`src/rtl/sha256_msg_padder_pkg.sv`:
```
// Shared definitions for the SHA-256 message padder.
// Holds the block/word/digest widths, the SHA-256 initial hash value,
// the padder state encoding, the block-buffer operation codes and a helper
// that picks one byte of the 64-bit big-endian length field.
package sha256_msg_padder_pkg;

    localparam int unsigned WORD_W      = 32;
    localparam int unsigned BLOCK_W     = 512;
    localparam int unsigned DIGEST_W    = 256;
    localparam int unsigned BLOCK_BYTES = BLOCK_W / 8;
    localparam int unsigned LEN_FIELD_W = 64;
    // First byte of the length field inside a block (56).
    localparam int unsigned LEN_BYTE0   = BLOCK_BYTES - LEN_FIELD_W / 8;

    localparam logic [DIGEST_W-1:0] SHA256_IV = {
        32'h6a09e667, 32'hbb67ae85, 32'h3c6ef372, 32'ha54ff53a,
        32'h510e527f, 32'h9b05688c, 32'h1f83d9ab, 32'h5be0cd19
    };

    typedef enum logic [2:0] {
        ST_FILL,
        ST_PAD,
        ST_LEN_BLK,
        ST_REQ,
        ST_WAIT_LO,
        ST_WAIT_HI,
        ST_FIN
    } pad_state_t;

    typedef enum logic [1:0] {
        BUF_HOLD,
        BUF_WRITE,
        BUF_PAD,
        BUF_LEN_BLK
    } buf_op_t;

    // Byte pos (0..7) of the big-endian length field; pos 0 is the MSB.
    function automatic logic [7:0] len_byte(input logic [LEN_FIELD_W-1:0] bit_len,
                                            input int unsigned pos);
        return bit_len[8*(7-pos) +: 8];
    endfunction

endpackage

```
`src/rtl/sha256_msg_padder_block_buf.sv`:
```
// sha256_block_buf: 64-byte block buffer for the SHA-256 padder.
// Ports:
//   clk, rst_n  clock and asynchronous active-low reset (clears all bytes)
//   op          BUF_HOLD / BUF_WRITE / BUF_PAD / BUF_LEN_BLK
//   idx         byte index used by BUF_WRITE and BUF_PAD
//   data        byte written by BUF_WRITE
//   with_len    BUF_PAD also inserts the length into bytes 56..63
//   bit_len     64-bit message length in bits
//   block       buffer contents, byte 0 at [511:504]
module sha256_block_buf
    import sha256_msg_padder_pkg::*;
(
    input  logic               clk,
    input  logic               rst_n,
    input  buf_op_t            op,
    input  logic [5:0]         idx,
    input  logic [7:0]         data,
    input  logic               with_len,
    input  logic [63:0]        bit_len,
    output logic [BLOCK_W-1:0] block
);

    logic [7:0] mem_q [BLOCK_BYTES];

    always_ff @(posedge clk or negedge rst_n) begin
        if (!rst_n) begin
            for (int unsigned i = 0; i < BLOCK_BYTES; i++) begin
                mem_q[i] <= '0;
            end
        end else begin
            case (op)
                BUF_WRITE: mem_q[idx] <= data;
                BUF_PAD: begin
                    // Bytes below idx are message data and stay untouched.
                    for (int unsigned i = 0; i < BLOCK_BYTES; i++) begin
                        if (i == 32'(idx)) begin
                            mem_q[i] <= 8'h80;
                        end else if (i > 32'(idx)) begin
                            if (with_len && (i >= LEN_BYTE0)) begin
                                mem_q[i] <= len_byte(bit_len, i - LEN_BYTE0);
                            end else begin
                                mem_q[i] <= '0;
                            end
                        end
                    end
                end
                BUF_LEN_BLK: begin
                    for (int unsigned i = 0; i < BLOCK_BYTES; i++) begin
                        if (i >= LEN_BYTE0) begin
                            mem_q[i] <= len_byte(bit_len, i - LEN_BYTE0);
                        end else begin
                            mem_q[i] <= '0;
                        end
                    end
                end
                default: ;
            endcase
        end
    end

    always_comb begin
        block = '0;
        for (int unsigned i = 0; i < BLOCK_BYTES; i++) begin
            block[8*(BLOCK_BYTES-1-i) +: 8] = mem_q[i];
        end
    end

endmodule

```
`src/rtl/sha256_msg_padder.sv`:
```
// sha256_msg_padder: byte-stream front end for a SHA-256 compression core.
// Builds 512-bit blocks from message bytes, applies 0x80 / zero fill / 64-bit
// big-endian bit length, drives the core's level start handshake and returns
// the final digest with a one-cycle valid pulse.
// Ports:
//   clk, rst_n                  clock, asynchronous active-low reset
//   s_data/s_valid/s_last/s_empty/s_ready   message byte stream
//   core_start, core_first_run, core_block  request to the core
//   core_ready, core_hash                   completion and state from the core
//   digest, digest_valid        final hash and its one-cycle pulse
//   busy                        high from the first message beat until digest_valid
module sha256_msg_padder
    import sha256_msg_padder_pkg::*;
#(
    parameter int unsigned LEN_W = 64
) (
    input  logic                clk,
    input  logic                rst_n,
    input  logic [7:0]          s_data,
    input  logic                s_valid,
    input  logic                s_last,
    input  logic                s_empty,
    output logic                s_ready,
    output logic                core_start,
    output logic                core_first_run,
    output logic [BLOCK_W-1:0]  core_block,
    input  logic                core_ready,
    input  logic [DIGEST_W-1:0] core_hash,
    output logic [DIGEST_W-1:0] digest,
    output logic                digest_valid,
    output logic                busy
);

    localparam logic [LEN_W-1:0] BYTE_BITS = LEN_W'(8);

    pad_state_t state_q, state_d;
    // Where a non-final block continues once the core has finished it.
    pad_state_t after_q, after_d;
    logic [5:0] idx_q, idx_d;
    logic [LEN_W-1:0] bits_q, bits_d;
    logic first_q, first_d;
    logic final_q, final_d;
    logic busy_q, busy_d;
    logic [DIGEST_W-1:0] digest_q;
    logic digest_valid_q;
    logic load_digest;

    buf_op_t buf_op;
    logic buf_with_len;
    logic [63:0] bit_len;

    assign bit_len = 64'(bits_q);

    sha256_block_buf u_buf (
        .clk      (clk),
        .rst_n    (rst_n),
        .op       (buf_op),
        .idx      (idx_q),
        .data     (s_data),
        .with_len (buf_with_len),
        .bit_len  (bit_len),
        .block    (core_block)
    );

    always_ff @(posedge clk or negedge rst_n) begin
        if (!rst_n) begin
            state_q        <= ST_FILL;
            after_q        <= ST_FILL;
            idx_q          <= '0;
            bits_q         <= '0;
            first_q        <= 1'b1;
            final_q        <= 1'b0;
            busy_q         <= 1'b0;
            digest_q       <= '0;
            digest_valid_q <= 1'b0;
        end else begin
            state_q        <= state_d;
            after_q        <= after_d;
            idx_q          <= idx_d;
            bits_q         <= bits_d;
            first_q        <= first_d;
            final_q        <= final_d;
            busy_q         <= busy_d;
            digest_valid_q <= load_digest;
            if (load_digest) begin
                digest_q <= core_hash;
            end
        end
    end

    always_comb begin
        state_d      = state_q;
        after_d      = after_q;
        idx_d        = idx_q;
        bits_d       = bits_q;
        first_d      = first_q;
        final_d      = final_q;
        busy_d       = busy_q;
        buf_op       = BUF_HOLD;
        buf_with_len = 1'b0;
        load_digest  = 1'b0;

        case (state_q)
            ST_FILL: begin
                if (s_valid && !s_empty) begin
                    buf_op = BUF_WRITE;
                    bits_d = bits_q + BYTE_BITS;
                    busy_d = 1'b1;
                    idx_d  = idx_q + 6'd1;
                    if (idx_q == 6'd63) begin
                        // Full block goes out as non-final; a last byte here
                        // defers padding to a fresh block afterwards.
                        final_d = 1'b0;
                        after_d = s_last ? ST_PAD : ST_FILL;
                        state_d = ST_REQ;
                    end else if (s_last) begin
                        state_d = ST_PAD;
                    end
                end else if (s_valid && s_last) begin
                    busy_d  = 1'b1;
                    state_d = ST_PAD;
                end
            end
            ST_PAD: begin
                buf_op = BUF_PAD;
                idx_d  = '0;
                if (idx_q <= 6'd55) begin
                    buf_with_len = 1'b1;
                    final_d      = 1'b1;
                end else begin
                    final_d = 1'b0;
                    after_d = ST_LEN_BLK;
                end
                state_d = ST_REQ;
            end
            ST_LEN_BLK: begin
                buf_op  = BUF_LEN_BLK;
                final_d = 1'b1;
                state_d = ST_REQ;
            end
            ST_REQ: state_d = ST_WAIT_LO;
            ST_WAIT_LO: begin
                // A ready left over from the previous block must clear first.
                if (!core_ready) begin
                    state_d = ST_WAIT_HI;
                end
            end
            ST_WAIT_HI: begin
                if (core_ready) begin
                    first_d = 1'b0;
                    state_d = final_q ? ST_FIN : after_q;
                end
            end
            ST_FIN: begin
                load_digest = 1'b1;
                bits_d      = '0;
                first_d     = 1'b1;
                busy_d      = 1'b0;
                state_d     = ST_FILL;
            end
            default: state_d = ST_FILL;
        endcase
    end

    assign s_ready        = rst_n && (state_q == ST_FILL);
    assign core_start     = (state_q == ST_REQ) || (state_q == ST_WAIT_LO) ||
                            (state_q == ST_WAIT_HI);
    assign core_first_run = core_start && first_q;
    assign digest         = digest_q;
    assign digest_valid   = digest_valid_q;
    assign busy           = busy_q;

endmodule

```
`config.mk`:
```
export PLATFORM = sky130hd
export DESIGN_NAME = sha256_msg_padder
export DESIGN_NICKNAME = d
export VERILOG_FILES = /design/src/rtl/sha256_msg_padder_pkg.sv /design/src/rtl/sha256_msg_padder_block_buf.sv /design/src/rtl/sha256_msg_padder.sv
export SDC_FILE = /design/constraint.sdc
export NUM_CORES = 1
export LEC_CHECK = 0
export CORE_AREA = 2 2 402 404
export CTS_BUF_LIST = sky130_fd_sc_hd__clkbuf_2 sky130_fd_sc_hd__clkbuf_4 sky130_fd_sc_hd__clkbuf_8
export DETAILED_ROUTE_END_ITERATION = 7
export DIE_AREA = 0 0 404 406
export GPL_TIMING_DRIVEN = 0
export PLACE_DENSITY = 0.55
export SLEW_MARGIN = 5
export SYNTH_ARGS = -nofsm -noshare
export SYNTH_HDL_FRONTEND = slang
export SYNTH_SLANG_ARGS = --single-unit
```
`constraint.sdc`:
```
create_clock -name clk -period 2.54 [get_ports clk]
set_input_delay 0.508 -clock clk [delete_from_list [all_inputs] [get_ports clk]]
set_output_delay 0.508 -clock clk [all_outputs]
set_load 0.02 [all_outputs]
```
After elaboration in Yosys (flattened, before gate mapping)
Index checks and enable logic that the tools add are counted.

word-level totals
  ROM bits = 0
  memories = 0
  register bits = 848
  bits in latches = 0
  bits of input ports = 270
  memory bits (writable) = 0
  word-level logic and storage cells = 542

cells by class
  $add $sub $neg = 2
  equality and inequality tests = 144
  reduce and logical (&&, ||, !) cells = 87
  multiply operators = 0
  shift operators = 0
  magnitude comparators = 66
  mux-type cells = 169
  divide/modulo/power cells = 0
  bitwise logic cells = 1

operators by type and width
  cell                                               count
  one-hot mux 512 bit (3 select lines)               1
  two-way mux 8 bit                                  136
  bitwise mux 512 bit                                1
  == test 6 bit, first input constant                32
  > comparator 6 bit, first input constant           32
  != test 3 x 1 -> 1 bit, second input constant      63
  AND reduction 2 bit                                68
  one-hot mux 64 bit (2 select lines)                1
  == test 5 x 6 -> 1 bit, first input constant       16
  > comparator 5 x 6 -> 1 bit, first input constant  16
  adder 64 x 4 -> 64 bit, second input constant      1
  two-way mux 64 bit                                 1
  demux 8 bit (select 6 bit)                         1
  == test 4 x 6 -> 1 bit, first input constant       8
  > comparator 4 x 6 -> 1 bit, first input constant  8
  two-way mux 3 bit                                  10
  == test 3 x 6 -> 1 bit, first input constant       4
  > comparator 3 x 6 -> 1 bit, first input constant  4
  one-hot mux 3 bit (5 select lines)                 1
  == test 2 x 6 -> 1 bit, first input constant       2
  > comparator 2 x 6 -> 1 bit, first input constant  2
  one-hot mux 6 bit (2 select lines)                 1
  two-way mux 1 bit                                  10
  != test 2 bit, second input constant               5
  31 further kinds                                   45

Depth between registers and ports, before layout
  depth in word-level cells = 7
  depth in mapped cells = 11

By module
A second synthesis with hierarchy kept.

unflattened totals
  cell total of the unflattened synthesis = 3296
  area, all modules = 35534.1 um2

modules (own cells, without submodules)
  module             instances  area an instance (um2)  cells each  sequential area each (um2)
  sha256_block_buf   1          21938.5                 1767        12812.3
  sha256_msg_padder  1          13595.5                 1529        8309.2

Worst setup path after synthesis
No wires, ideal clock.

  path type = reg2reg
  start point = register idx_q[0]
  end point = register u_buf.mem_q, in the netlist u_buf.block[175]
  arrival = 2508 ps
  library setup time = 125 ps
  cell stages (with the launch flop) = 10
  period minus slack after synthesis = 2633 ps
  required time = 2415 ps
  path slack = -93 ps
  cell sequence = dfrtp_1 clkbuf_1 inv_1 ha_1 clkbuf_1 nor2b_1 clkbuf_1 nor4_1 o22ai_1 mux2_2

between the ends
  longest elaborated chain between the ends = 7
  elaborated cells between the ends (all ways) = 13

ends and longest elaborated chain
  what                                                                                                            RTL line                           text
  start, declared                                                                                                 sha256_msg_padder.sv:39            logic [5:0] idx_q, idx_d;
  start signal, assigned                                                                                          sha256_msg_padder.sv:79            idx_q <= idx_d;
  NOT 6 -> 7 bit (not written as such)                                                                            sha256_msg_padder_block_buf.sv:32  BUF_WRITE: mem_q[idx] <= data;
  greater-or-equal comparator 7 bit (not written as such) or less-than comparator 7 x 1 -> 1 bit (tied branches)  sha256_msg_padder_block_buf.sv:32
  logical AND 1 bit (not written as such)                                                                         sha256_msg_padder_block_buf.sv:32
  two-way mux 8 bit (not written as such)                                                                         sha256_msg_padder_block_buf.sv:32
  demux 8 bit (select 6 bit)                                                                                      sha256_msg_padder_block_buf.sv:32
  bitwise mux 512 bit                                                                                             sha256_msg_padder_block_buf.sv:32
  one-hot mux 512 bit (3 select lines)                                                                            sha256_msg_padder_block_buf.sv:31  case (op)
  end signal, assigned by index                                                                                   sha256_msg_padder_block_buf.sv:32
  end signal, assigned by index                                                                                   sha256_msg_padder_block_buf.sv:40  mem_q[i] <= len_byte(bit_len, i - LEN_BYTE0);
  end signal, assigned by index                                                                                   sha256_msg_padder_block_buf.sv:50  mem_q[i] <= len_byte(bit_len, i - LEN_BYTE0);
  end, declared                                                                                                   sha256_msg_padder_block_buf.sv:23  logic [7:0] mem_q [BLOCK_BYTES];

Several ways; a longest one is shown, not always the timed one.
A chain may end at the register's enable or synchronous reset.

Worst setup path in the final report
  start point = register state_q[1]
  end point = output port core_first_run

between the ends
  longest elaborated chain between the ends = 4
  elaborated cells between the ends (all ways) = 6

ends and longest elaborated chain
  what                                                     RTL line                  text
  start, declared                                          sha256_msg_padder.sv:36   pad_state_t state_q, state_d;
  start signal, assigned                                   sha256_msg_padder.sv:77   state_q <= state_d;
  == test 3 x 2 -> 1 bit or == test 3 bit (tied branches)  sha256_msg_padder.sv:166  assign core_start = (state_q == ST_REQ) || (state_q == ST_WAIT_LO) ||
  logical OR 1 bit                                         sha256_msg_padder.sv:166
  logical OR 1 bit *                                       sha256_msg_padder.sv:166
  logical AND 1 bit *                                      sha256_msg_padder.sv:168  assign core_first_run = core_start && first_q;
  end, declared                                            sha256_msg_padder.sv:25   output logic core_first_run,

Every way passes the cells marked *; elsewhere a longest branch is shown, timed or not.

==> impl_metrics.py <==
metrics = {
    "floorplanning": {
        "placementRows": 147,
        "dieArea_um2": 164000,
        "start_util_pct": 21.5,
        "io_pins": 1043,
        "die_y_um": 406,
        "die_w_um": 404,
        "core_um2": 160000,
    },
    "clock_tree": {
        "clk_latency_ns": 0.88,
        "clk_path_buf_depth": 3,
        "cts_buffers": 159,
        "numClockSinks": 844,
        "tritoncts": "yes",
        "h-tree-depth": 4,
        "cts_root_buffer": "clkbuf_8",
        "path_clk_slew_ns": 0.06,
    },
    "power": {
        "power_frac_clock_pct": 25.0,
        "pwr-share-comb_pct": 45.0,
        "p_sw_w": 0.0261,
        "p_int_w": 0.0335,
        "netSwitchingFraction_pct": 43.8,
        "total_power_w": 0.0596,
        "leakagePower_nw": 24.7,
        "power_density_nw_per_um2": 1090,
        "seqPwrFrac_pct": 30.0,
        "ir_worst_vdd_uv": 626,
    },
    "route": {
        "drc_errors": 0,
        "drtAntennaViolNets": 0,
        "num_vias": 32700,
        "via_per_inst": 4.82,
        "firstDrtPassIters": 5,
        "drt_iter0_markers": 2371,
        "routed_wl_um": 198000,
        "post_drt_wl_per_cell_um": 29.2,
    },
    "sta": {
        "period_share_pct": 108,
        "rsz0062_at_grt": "yes",
        "hold_viol_final": 0,
        "fin_crit_ns": 2.75,
        "slew_headroom_pct": 7.52,
        "worst_pin_slew_ns": 1.39,
        "timing.setup.tns_ns": -0.605,
        "finClkSkew_ns": 0.0501,
        "setup_ws_ns": -0.215,
        "setup_viol": 10,
        "fmax_mhz": 363,
        "drv_slew": 0,
    },
    "critical_path": {
        "critical_path.max_stage_delay_ns": 0.44,
        "cpMostUsedCell": "buf_12",
        "crit_arrival_ns": 2.25,
        "startpoint_type": "flop",
        "crit_path_cell_trace": "clkbuf_16 -> buf_12 -> clkinvlp_4 -> nand2_8 -> nand2_4 -> and2_4 -> buf_12",
        "crit_slowest_cell": "dfrtp_2",
        "required_ns": 2.03,
        "crit_fanout": 7,
        "end_kind": "output pin",
        "critPathKind": "flop to output pin",
    },
    "yosys": {
        "synth_top_area_share_pct": 61.4,
        "synth.most_common_cell": "nand2_1",
        "yosysTopAreaCell": "dfrtp_1",
        "syn_avg_cell_area_um2": 10.5,
        "ys_ff_latch": 844,
        "async_reset_ff_share_pct": 100,
        "synth-edff-count": 0,
        "syn_area_um2": 34400,
        "yosys_warnings": 0,
        "synthCells": 3257,
        "syn_nets": 3532,
        "yosys_most_used_dff": "dfrtp_1",
        "synth_common_cells": "892 x nand2_1, 843 x dfrtp_1, 379 x a22o_1, 189 x nor2_1, 174 x clkbuf_1",
        "yosysSeqAreaShare_pct": 61.5,
        "synth.area.top_cells": "dfrtp_1 61%, nand2_1 9.7%, a22o_1 9.7%, nor2_1 2.1%, clkbuf_1 1.9%",
        "synthDistinctLibCells": 77,
    },
    "min_path": {
        "hold_path_class": "input pin to async pin",
    },
    "final_layout": {
        "fin_nets": 4836,
        "area_growth_pct": 58.5,
        "fillers": 16300,
        "fin_area_um2": 54500,
        "drive_gt1_share_pct": 17.4,
        "final_cells": 6784,
        "post-route-util_pct": 34.1,
    },
    "grt": {
        "grt_start_max_net_pins": 113,
        "antenna_found_initial": 36,
        "grt_pass1_vias": 32300,
        "grt_pass1_wl_um": 267000,
        "track_usage_pct": 23.3,
        "grt.overflow.total": 0,
    },
    "placed_design": {
        "portBuffers": 1036,
        "post-dp-hpwl_um": 151000,
        "placed_cell_area_um2": 47800,
        "dp.cells": 6397,
        "gp_congestion": 0.984,
    },
    "job": {
        "maxCapViolations": 0,
    },
    "outcome": {
        "violations": "setup timing",
        "outcome": "complete, but fails checks",
    },
}
## placed cells by master, fill, tap and decap left out, types with 12 or more instances in the layout
master,instances
xnor2_1,12
dfrtp_1,838
clkbuf_8,204
clkbuf_1,78
a21oi_1,100
mux2_2,28
nor3_2,13
o22ai_1,17
buf_6,27
o2bb2ai_1,35
or3_1,22
nand3_1,28
a22o_1,379
nor2_4,17
buf_12,24
nor3_1,13
buf_4,86
o31ai_1,32
xor2_1,17
buf_2,19
o21ai_0,67
clkinvlp_4,16
nor2_1,163
clkdlybuf4s50_1,809
buf_16,15
nor3_4,16
dlygate4sd2_1,219
clkbuf_4,65
o221ai_4,16
clkbuf_2,33
inv_1,22
clkinv_2,18
nand2_1,878
nand4_1,22
## routing by layer
| layer | vias up | GRT usage, % | wire (um) |
|---|---|---|---|
| met5 | - | 0 | 215 |
| met4 | 34 | 10.1 | 9080 |
| met3 | 377 | 8.35 | 18900 |
| met2 | 1655 | 39.5 | 96600 |
| met1 | 16500 | 26.3 | 73300 |
| li1 | 14200 | - | - |
## critical path: cells and delay by family, from the launching register on
family / cells / cell delay [ns]
buffers and inverters: 4 / 0.61
and+or+nand+nor: 3 / 0.31
DFF: 1 / 0.44
## kinds of logic (layout without fill, tap and decap cells)
| group | after synthesis | count (layout) | synth area share [%] |
|---|---|---|---|
| multiplexers | 33 | 33 | 1.07 |
| buffers and inverters | 249 | 1681 | 2.84 |
| AO/OA/AOI/OAI | 781 | 781 | 17.4 |
| XOR/XNOR | 30 | 30 | 0.765 |
| AND/OR/NAND/NOR | 1315 | 1316 | 16.3 |
| adder cells (fa/ha/maj) | 5 | 5 | 0.182 |
| other | 0 | 8 | 0 |
| flip-flops | 844 | 844 | 61.5 |
## sequential cells by signal, summed over array words and instances (netlist names)
name          cells
idx_q             6
first_q           1
final_q           1
after_q           2
digest_valid      1
state_q           3
digest          256
u_buf.block     512
busy              1
bit_len          61
## cell type report
class	instances	area [um^2]	share of cell area, %
diodes	8	20.0	0.0368
plain buffers	205	1340	2.45
clock buffers	244	3080	5.65
clock inverters	46	489	0.898
inverters	25	105	0.193
multi-input cells	2165	14000	25.7
flip-flops and latches	844	21100	38.8
well taps	2086	2610	4.79
repair buffers	1161	11700	21.5
## path summary, 6_finish.rpt
kind                                    startpoint                          end  slack [ns]  depth (start not counted)
hold reg to reg            digest[107]$_DFFE_PN0P_      digest[107]$_DFFE_PN0P_        0.46                          2
max in group asynchronous                    rst_n      digest[114]$_DFFE_PN0P_        0.20                          8
setup / recovery            state_q[1]$_DFFE_PN0P_               core_first_run       -0.21                          7
min in group clk                     core_hash[25]       digest[25]$_DFFE_PN0P_        0.13                          3
setup reg to reg            state_q[1]$_DFFE_PN0P_  u_buf.block[47]$_DFFE_PN0P_       -0.06                          7
hold / removal                               rst_n      bit_len[13]$_DFFE_PN0P_        0.09                          6
## power groups by stage
stage / clock network, W / registers, W / logic (W)
global route: 0.0159 / 0.0181 / 0.0282
detailed placement: 0 / 0.0181 / 0.0238
floorplan: 0 / 0.0206 / 0.00736
finish: 0.0149 / 0.0179 / 0.0269
CTS: 0.0153 / 0.0179 / 0.0261
global placement: 0 / 0.0181 / 0.0234
## stage by stage
stage | hold WS (ns) | setup slack (ns)
floorplan | 0.212 | 0.0132
finish | 0.0888 | -0.215
CTS | -0.151 | -0.321
detailed placement | 0.455 | -1.95
global route | 0.0342 | -0.333
global placement | 0.458 | -39.35
## timing repair
action | 4_1_cts | 5_1_grt
setup endpoints to repair | 1066 | 530
gates cloned | 2 | 0
resized for setup | 668 | 147
setup buffers | 63 | 30
hold buffers | 6 | 7
pin swaps | 45 | 29
endpoints found under the hold margin | 298 | 98
Note: power is estimated with default switching activity, not from simulation.
